<file path="config.mk">
export PLATFORM = sky130hd
export DESIGN_NAME = ram_arbiter
export DESIGN_NICKNAME = d
export VERILOG_FILES = /design/src/rtl/mem_pkg.sv /design/src/rtl/rr_pick2.sv /design/src/rtl/ram_arbiter.sv
export SDC_FILE = /design/constraint.sdc
export NUM_CORES = 1
export LEC_CHECK = 0
export CELL_PAD_IN_SITES_DETAIL_PLACEMENT = 1
export CELL_PAD_IN_SITES_GLOBAL_PLACEMENT = 2
export CORE_MARGIN = 2
export CORE_UTILIZATION = 14
export CTS_CLUSTER_SIZE = 25
export DETAILED_ROUTE_END_ITERATION = 8
export PLACE_DENSITY = 0.94
export SYNTH_ARGS = -nofsm -noshare
export SYNTH_HDL_FRONTEND = slang
export SYNTH_SLANG_ARGS = --single-unit
</file>
<file path="constraint.sdc">
create_clock -name clk -period 7.92 [get_ports clk]
set_clock_uncertainty 0.2 [all_clocks]
set_input_delay 1.584 -clock clk [delete_from_list [all_inputs] [get_ports clk]]
set_output_delay 1.584 -clock clk [all_outputs]
set_load 0.03 [all_outputs]
</file>
<file path="src/rtl/mem_pkg.sv">
// Shared memory-subsystem definitions: default bus widths and requester indices.
package mem_pkg;

    localparam int unsigned AW_DEF = 32;
    localparam int unsigned DW_DEF = 32;

    typedef logic [0:0] req_idx_t;

    localparam req_idx_t REQ_CPU = 1'b0;
    localparam req_idx_t REQ_DMA = 1'b1;

endpackage

</file>
<file path="src/rtl/rr_pick2.sv">
// Combinational two-way picker: a forced index wins, otherwise round-robin against last.
module rr_pick2
    import mem_pkg::*;
(
    input  logic [1:0] req,
    input  req_idx_t   last,
    input  logic       force_vld,
    input  req_idx_t   force_idx,
    output logic [1:0] gnt
);

    always_comb begin
        gnt = 2'b00;
        if (force_vld) begin
            gnt = (force_idx == REQ_DMA) ? 2'b10 : 2'b01;
        end else if (req == 2'b11) begin
            gnt = (last == REQ_DMA) ? 2'b01 : 2'b10;
        end else begin
            gnt = req;
        end
    end

endmodule

</file>
<file path="src/rtl/ram_arbiter.sv">
// Shares one byte-enabled RAM between the CPU data port and a secondary master.
module ram_arbiter
    import mem_pkg::*;
#(
    parameter int unsigned AW       = AW_DEF,
    parameter int unsigned DW       = DW_DEF,
    parameter int unsigned MAX_WAIT = 8
) (
    input  logic                clk,
    input  logic                reset,
    input  logic [1:0]          req,
    input  logic [1:0]          lock,
    input  logic [1:0]          we,
    input  logic [2*(DW/8)-1:0] be,
    input  logic [2*AW-1:0]     addr,
    input  logic [2*DW-1:0]     wdata,
    output logic [1:0]          gnt,
    output logic [1:0]          rvalid,
    output logic [DW-1:0]       rdata,
    output logic                ram_we,
    output logic [DW/8-1:0]     ram_be,
    output logic [AW-1:0]       ram_adr,
    output logic [DW-1:0]       ram_wd,
    input  logic [DW-1:0]       ram_rd
);

    localparam int unsigned BW  = DW / 8;
    localparam int unsigned WCW = $clog2(MAX_WAIT);
    localparam logic [WCW-1:0] WAIT_MAX = WCW'(MAX_WAIT - 1);

    req_idx_t             last_q, last_d;
    req_idx_t             owner_q, owner_d;
    logic                 owner_vld_q, owner_vld_d;
    logic [1:0][WCW-1:0]  wait_q, wait_d;
    logic [1:0]           rvalid_q, rvalid_d;
    logic [DW-1:0]        rdata_q, rdata_d;

    logic [1:0] starve;
    logic       lock_hit;
    logic       force_vld;
    req_idx_t   force_idx;
    logic [1:0] pick_gnt;
    logic       any_gnt;
    req_idx_t   gidx;

    // Starvation outranks the lock; requester 0 wins a (theoretical) double starve.
    always_comb begin
        starve[0] = req[0] && (wait_q[0] == WAIT_MAX);
        starve[1] = req[1] && (wait_q[1] == WAIT_MAX);
        lock_hit  = owner_vld_q && req[owner_q] && lock[owner_q];
        force_vld = starve[0] || starve[1] || lock_hit;
        force_idx = starve[0] ? REQ_CPU : (starve[1] ? REQ_DMA : owner_q);
    end

    rr_pick2 u_pick (
        .req       (req),
        .last      (last_q),
        .force_vld (force_vld),
        .force_idx (force_idx),
        .gnt       (pick_gnt)
    );

    // Grant and RAM mux; nothing reaches the RAM while reset is held.
    always_comb begin
        gnt     = reset ? 2'b00 : pick_gnt;
        any_gnt = |gnt;
        gidx    = gnt[1] ? REQ_DMA : REQ_CPU;
        ram_we  = any_gnt && we[gidx];
        ram_be  = '0;
        ram_adr = '0;
        ram_wd  = '0;
        if (gnt[1]) begin
            ram_be  = be[2*BW-1:BW];
            ram_adr = addr[2*AW-1:AW];
            ram_wd  = wdata[2*DW-1:DW];
        end else if (gnt[0]) begin
            ram_be  = be[BW-1:0];
            ram_adr = addr[AW-1:0];
            ram_wd  = wdata[DW-1:0];
        end
    end

    always_comb begin
        last_d      = last_q;
        owner_d     = owner_q;
        owner_vld_d = owner_vld_q;
        rvalid_d    = 2'b00;
        rdata_d     = rdata_q;
        wait_d      = wait_q;
        if (any_gnt) begin
            last_d      = gidx;
            owner_d     = gidx;
            owner_vld_d = lock[gidx];
            rvalid_d    = gnt & ~we;
            if (!we[gidx]) begin
                rdata_d = ram_rd;
            end
        end else if (owner_vld_q && !req[owner_q]) begin
            owner_vld_d = 1'b0;
        end
        for (int i = 0; i < 2; i++) begin
            if (!req[i] || gnt[i]) begin
                wait_d[i] = '0;
            end else if (wait_q[i] != WAIT_MAX) begin
                wait_d[i] = wait_q[i] + 1'b1;
            end
        end
    end

    always_ff @(posedge clk) begin
        if (reset) begin
            last_q      <= REQ_DMA;
            owner_q     <= REQ_CPU;
            owner_vld_q <= 1'b0;
            wait_q      <= '0;
            rvalid_q    <= 2'b00;
            rdata_q     <= '0;
        end else begin
            last_q      <= last_d;
            owner_q     <= owner_d;
            owner_vld_q <= owner_vld_d;
            wait_q      <= wait_d;
            rvalid_q    <= rvalid_d;
            rdata_q     <= rdata_d;
        end
    end

    assign rvalid = rvalid_q;
    assign rdata  = rdata_q;

endmodule
</file>
==> metrics <==
largest net degree at the start of global routing=73; GP Congestion=0.770; Iter 0 DRT Violations=133; Post-synth EDFFs=0; Setup Fix Bufs, Post-CTS=0; pre-CTS setup slack=1.55 ns; Rel. slew slack=39.6%; Initial Util=14.4%; Max-Cap Viols=0; Worst Path Required=6.14 ns; synthesized flop and latch total=43; Final setup viols=0; worst endpoint data arrival time=4.59 ns; Slew @ Worst Pin=0.905 ns; later-pin clock latency in the skew report=0.28 ns; final global-route overflow total=0; post-route setup TNS=0 ns; Antenna Nets Post-Route=0; Post-Syn Instances=300; Hold Crit Class=flip-flop to flip-flop; core area=17400 µm²; Finished Core Util=32.7%; syn_area_per_cell=8.32 µm²; Leak Pwr=2.04 nW; worst setup path class=input pin to primary output; cts repair resizes=0; Syn Nets=480; ys flop type=dfxtp_1; max layer used=met4; crit path cell chain=clkdlybuf4s50_1 > and4b_4 > o31a_1 > nor3_4 > buf_4 > a22o_1 > clkdlybuf4s50_1; Period minus WS final=6.37 ns; metal3 WL=1.63 mm; wl on met1=4.85 mm; clock-pin slew on the worst setup and hold paths=0.06 ns; CTS tree=yes; Final WS setup=1.55 ns; type of origin of the critical path=input pin; status=finished clean; clock sinks=43; initial antenna violation count=0; reg2reg setup slack=4.88 ns; Async SR Flop Fraction=0%; vias in the first global route=3567; fin crit share=80.5%; yosys warns=0; total power=0.807 mW; Yosys cell types=31; Max VDD drop=0.0000976 V; max-slew violations=0; slowest CP cell=clkdlybuf4s50_1; synth top area cells=dfxtp_1 35%, a22o_1 24%, nand3_1 7.6%; RSZ-0062 raised after global routing=false; row count=48; Fmax=157 MHz; first-pass GRT wire length=19.4 mm; Non-Filler Instances=784; TritonRoute pass-1 iters=4; Longest Clk Path Bufs=2; routed len/inst=17.5 µm; Inserted Clock Buffers=5; gr usage total=13.1%; CP endpoint kind=primary output; DIE AREA=18900 µm²; Post-Syn Area=2490 µm²; Final Hold Viols=0; via density per instance=4.47; die width=137 µm; DRC violations left=0; H-tree depth reported by CTS=2; Die Ht=137 µm; Area Growth Syn to Fin=127%; post-DP HPWL=11.0 mm; CP dominant cell by count=clkdlybuf4s50_1; Placed Cells=776; Antenna diodes=0; Yosys top cell area share=34.5%; Total Wirelength=13.7 mm; Max stage delay on crit path=0.72 ns; hold_buf cts=0; length of routed met2 wiring=7.03 mm; Worst Path Max Fanout=69; DR vias=3501; Yosys top cell by area=dfxtp_1; fin nets=738; I/O Buffers=280; post-synthesis sequential area ratio=34.5%; pwr/cell area=142 nW/µm²; layout cell share with drive strength beyond 1=3.22%; Root Driver=clkbuf_16; # IOs=281
worst max-delay path, delay by kind of cell:
family	cells	cell delay [ns]
buffers and inverters	3	1.86
AO/OA/AOI/OAI	2	0.61
AND/OR/NAND/NOR	2	0.48
flip-flops by register name (all words and copies together) (netlist names):
register / flops
rdata: 32
wait_q: 6
rvalid: 2
last_q: 1
owner_q: 1
owner_vld_q: 1
cells in the mapped netlist (2+ instances only):
library cell,count
ha_1,4
xor2_1,2
inv_1,3
buf_2,8
nand3_1,38
clkbuf_1,21
a22o_1,69
nand4_1,2
a21oi_1,35
mux2i_1,4
nor3_1,4
dfxtp_1,43
o21ai_0,34
clkbuf_2,2
nand2b_1,2
buf_4,2
nand2_1,5
and4_1,2
nor2_1,6
and2_1,3
cell usage in the layout, fill, tap and decap left out:
master and instances:
clkbuf_16 5, mux2i_1 4, dfxtp_1 43, o211ai_1 1, nor2_4 1, nor2_2 1, and4_1 2, and4b_4 1
nand3_1 38, nand4_1 2, bufinv_16 2, xor2_1 2, a31oi_1 1, buf_4 5, o31a_1 1, inv_1 3
clkinvlp_4 1, a22o_1 69, a311oi_1 1, a21oi_1 35, nand3b_1 1, o31ai_4 1, nand2_1 5, ha_1 4
o21ai_0 34, nor3_1 4, a211oi_1 1, clkdlybuf4s50_1 280, nor3_4 1, nand2b_1 2, nor2_1 5, and2_1 3
logic make-up after synthesis:
| logic type | synth area share [%] |
|---|---|
| buffers and inverters | 6.67 |
| AO/OA/AOI/OAI | 40.5 |
| adder cells (fa/ha/maj) | 2.01 |
| AND/OR/NAND/NOR | 14.0 |
| multiplexers | 1.60 |
| XOR/XNOR | 0.702 |
| flip-flops | 34.5 |
report_power, final:
part,internal (mW),switching (mW),total [mW]
clock,0.181,0.0850,0.266
sequential,0.227,0.00615,0.233
combinational,0.162,0.146,0.308
stage by stage:
step	instance area (µm²)	hold slack (ns)
after detailed placement	5480	0.264
after global routing	5670	0.296
after CTS	5670	0.270
after floorplan	2490	0.268
after global placement	5480	0.254
final	5670	0.266
final cells by class:
cell class	count	area, µm²
Inverter	3	11.3
Sequential cell	43	861
Clock buffer	5	125
Tap cell	225	282
Timing Repair Buffer	285	2840
Fill cell	2016	11700
Clock inverter	3	67.6
Multi-Input combinational cell	220	1480
path summary, 6_finish.rpt:
| path | startpoint | endpoint | cells after the start |
|---|---|---|---|
| hold / removal | rdata[2]$_SDFFE_PP0P_ | rdata[2]$_SDFFE_PP0P_ | 2 |
| setup / recovery | req[0] | ram_adr[8] | 7 |
| setup reg to reg | wait_q[3]$_SDFFE_PP0P_ | rdata[19]$_SDFFE_PP0P_ | 9 |
| hold reg to reg | rdata[2]$_SDFFE_PP0P_ | rdata[2]$_SDFFE_PP0P_ | 2 |
metal layers:
metal / vias up / GRT usage, %
met4: 0 / 3.32
met5: - / 0
li1: 1665 / -
met3: 14 / 5.11
met1: 1649 / 13.1
met2: 173 / 25.0
(Power assumes the default switching activity.)
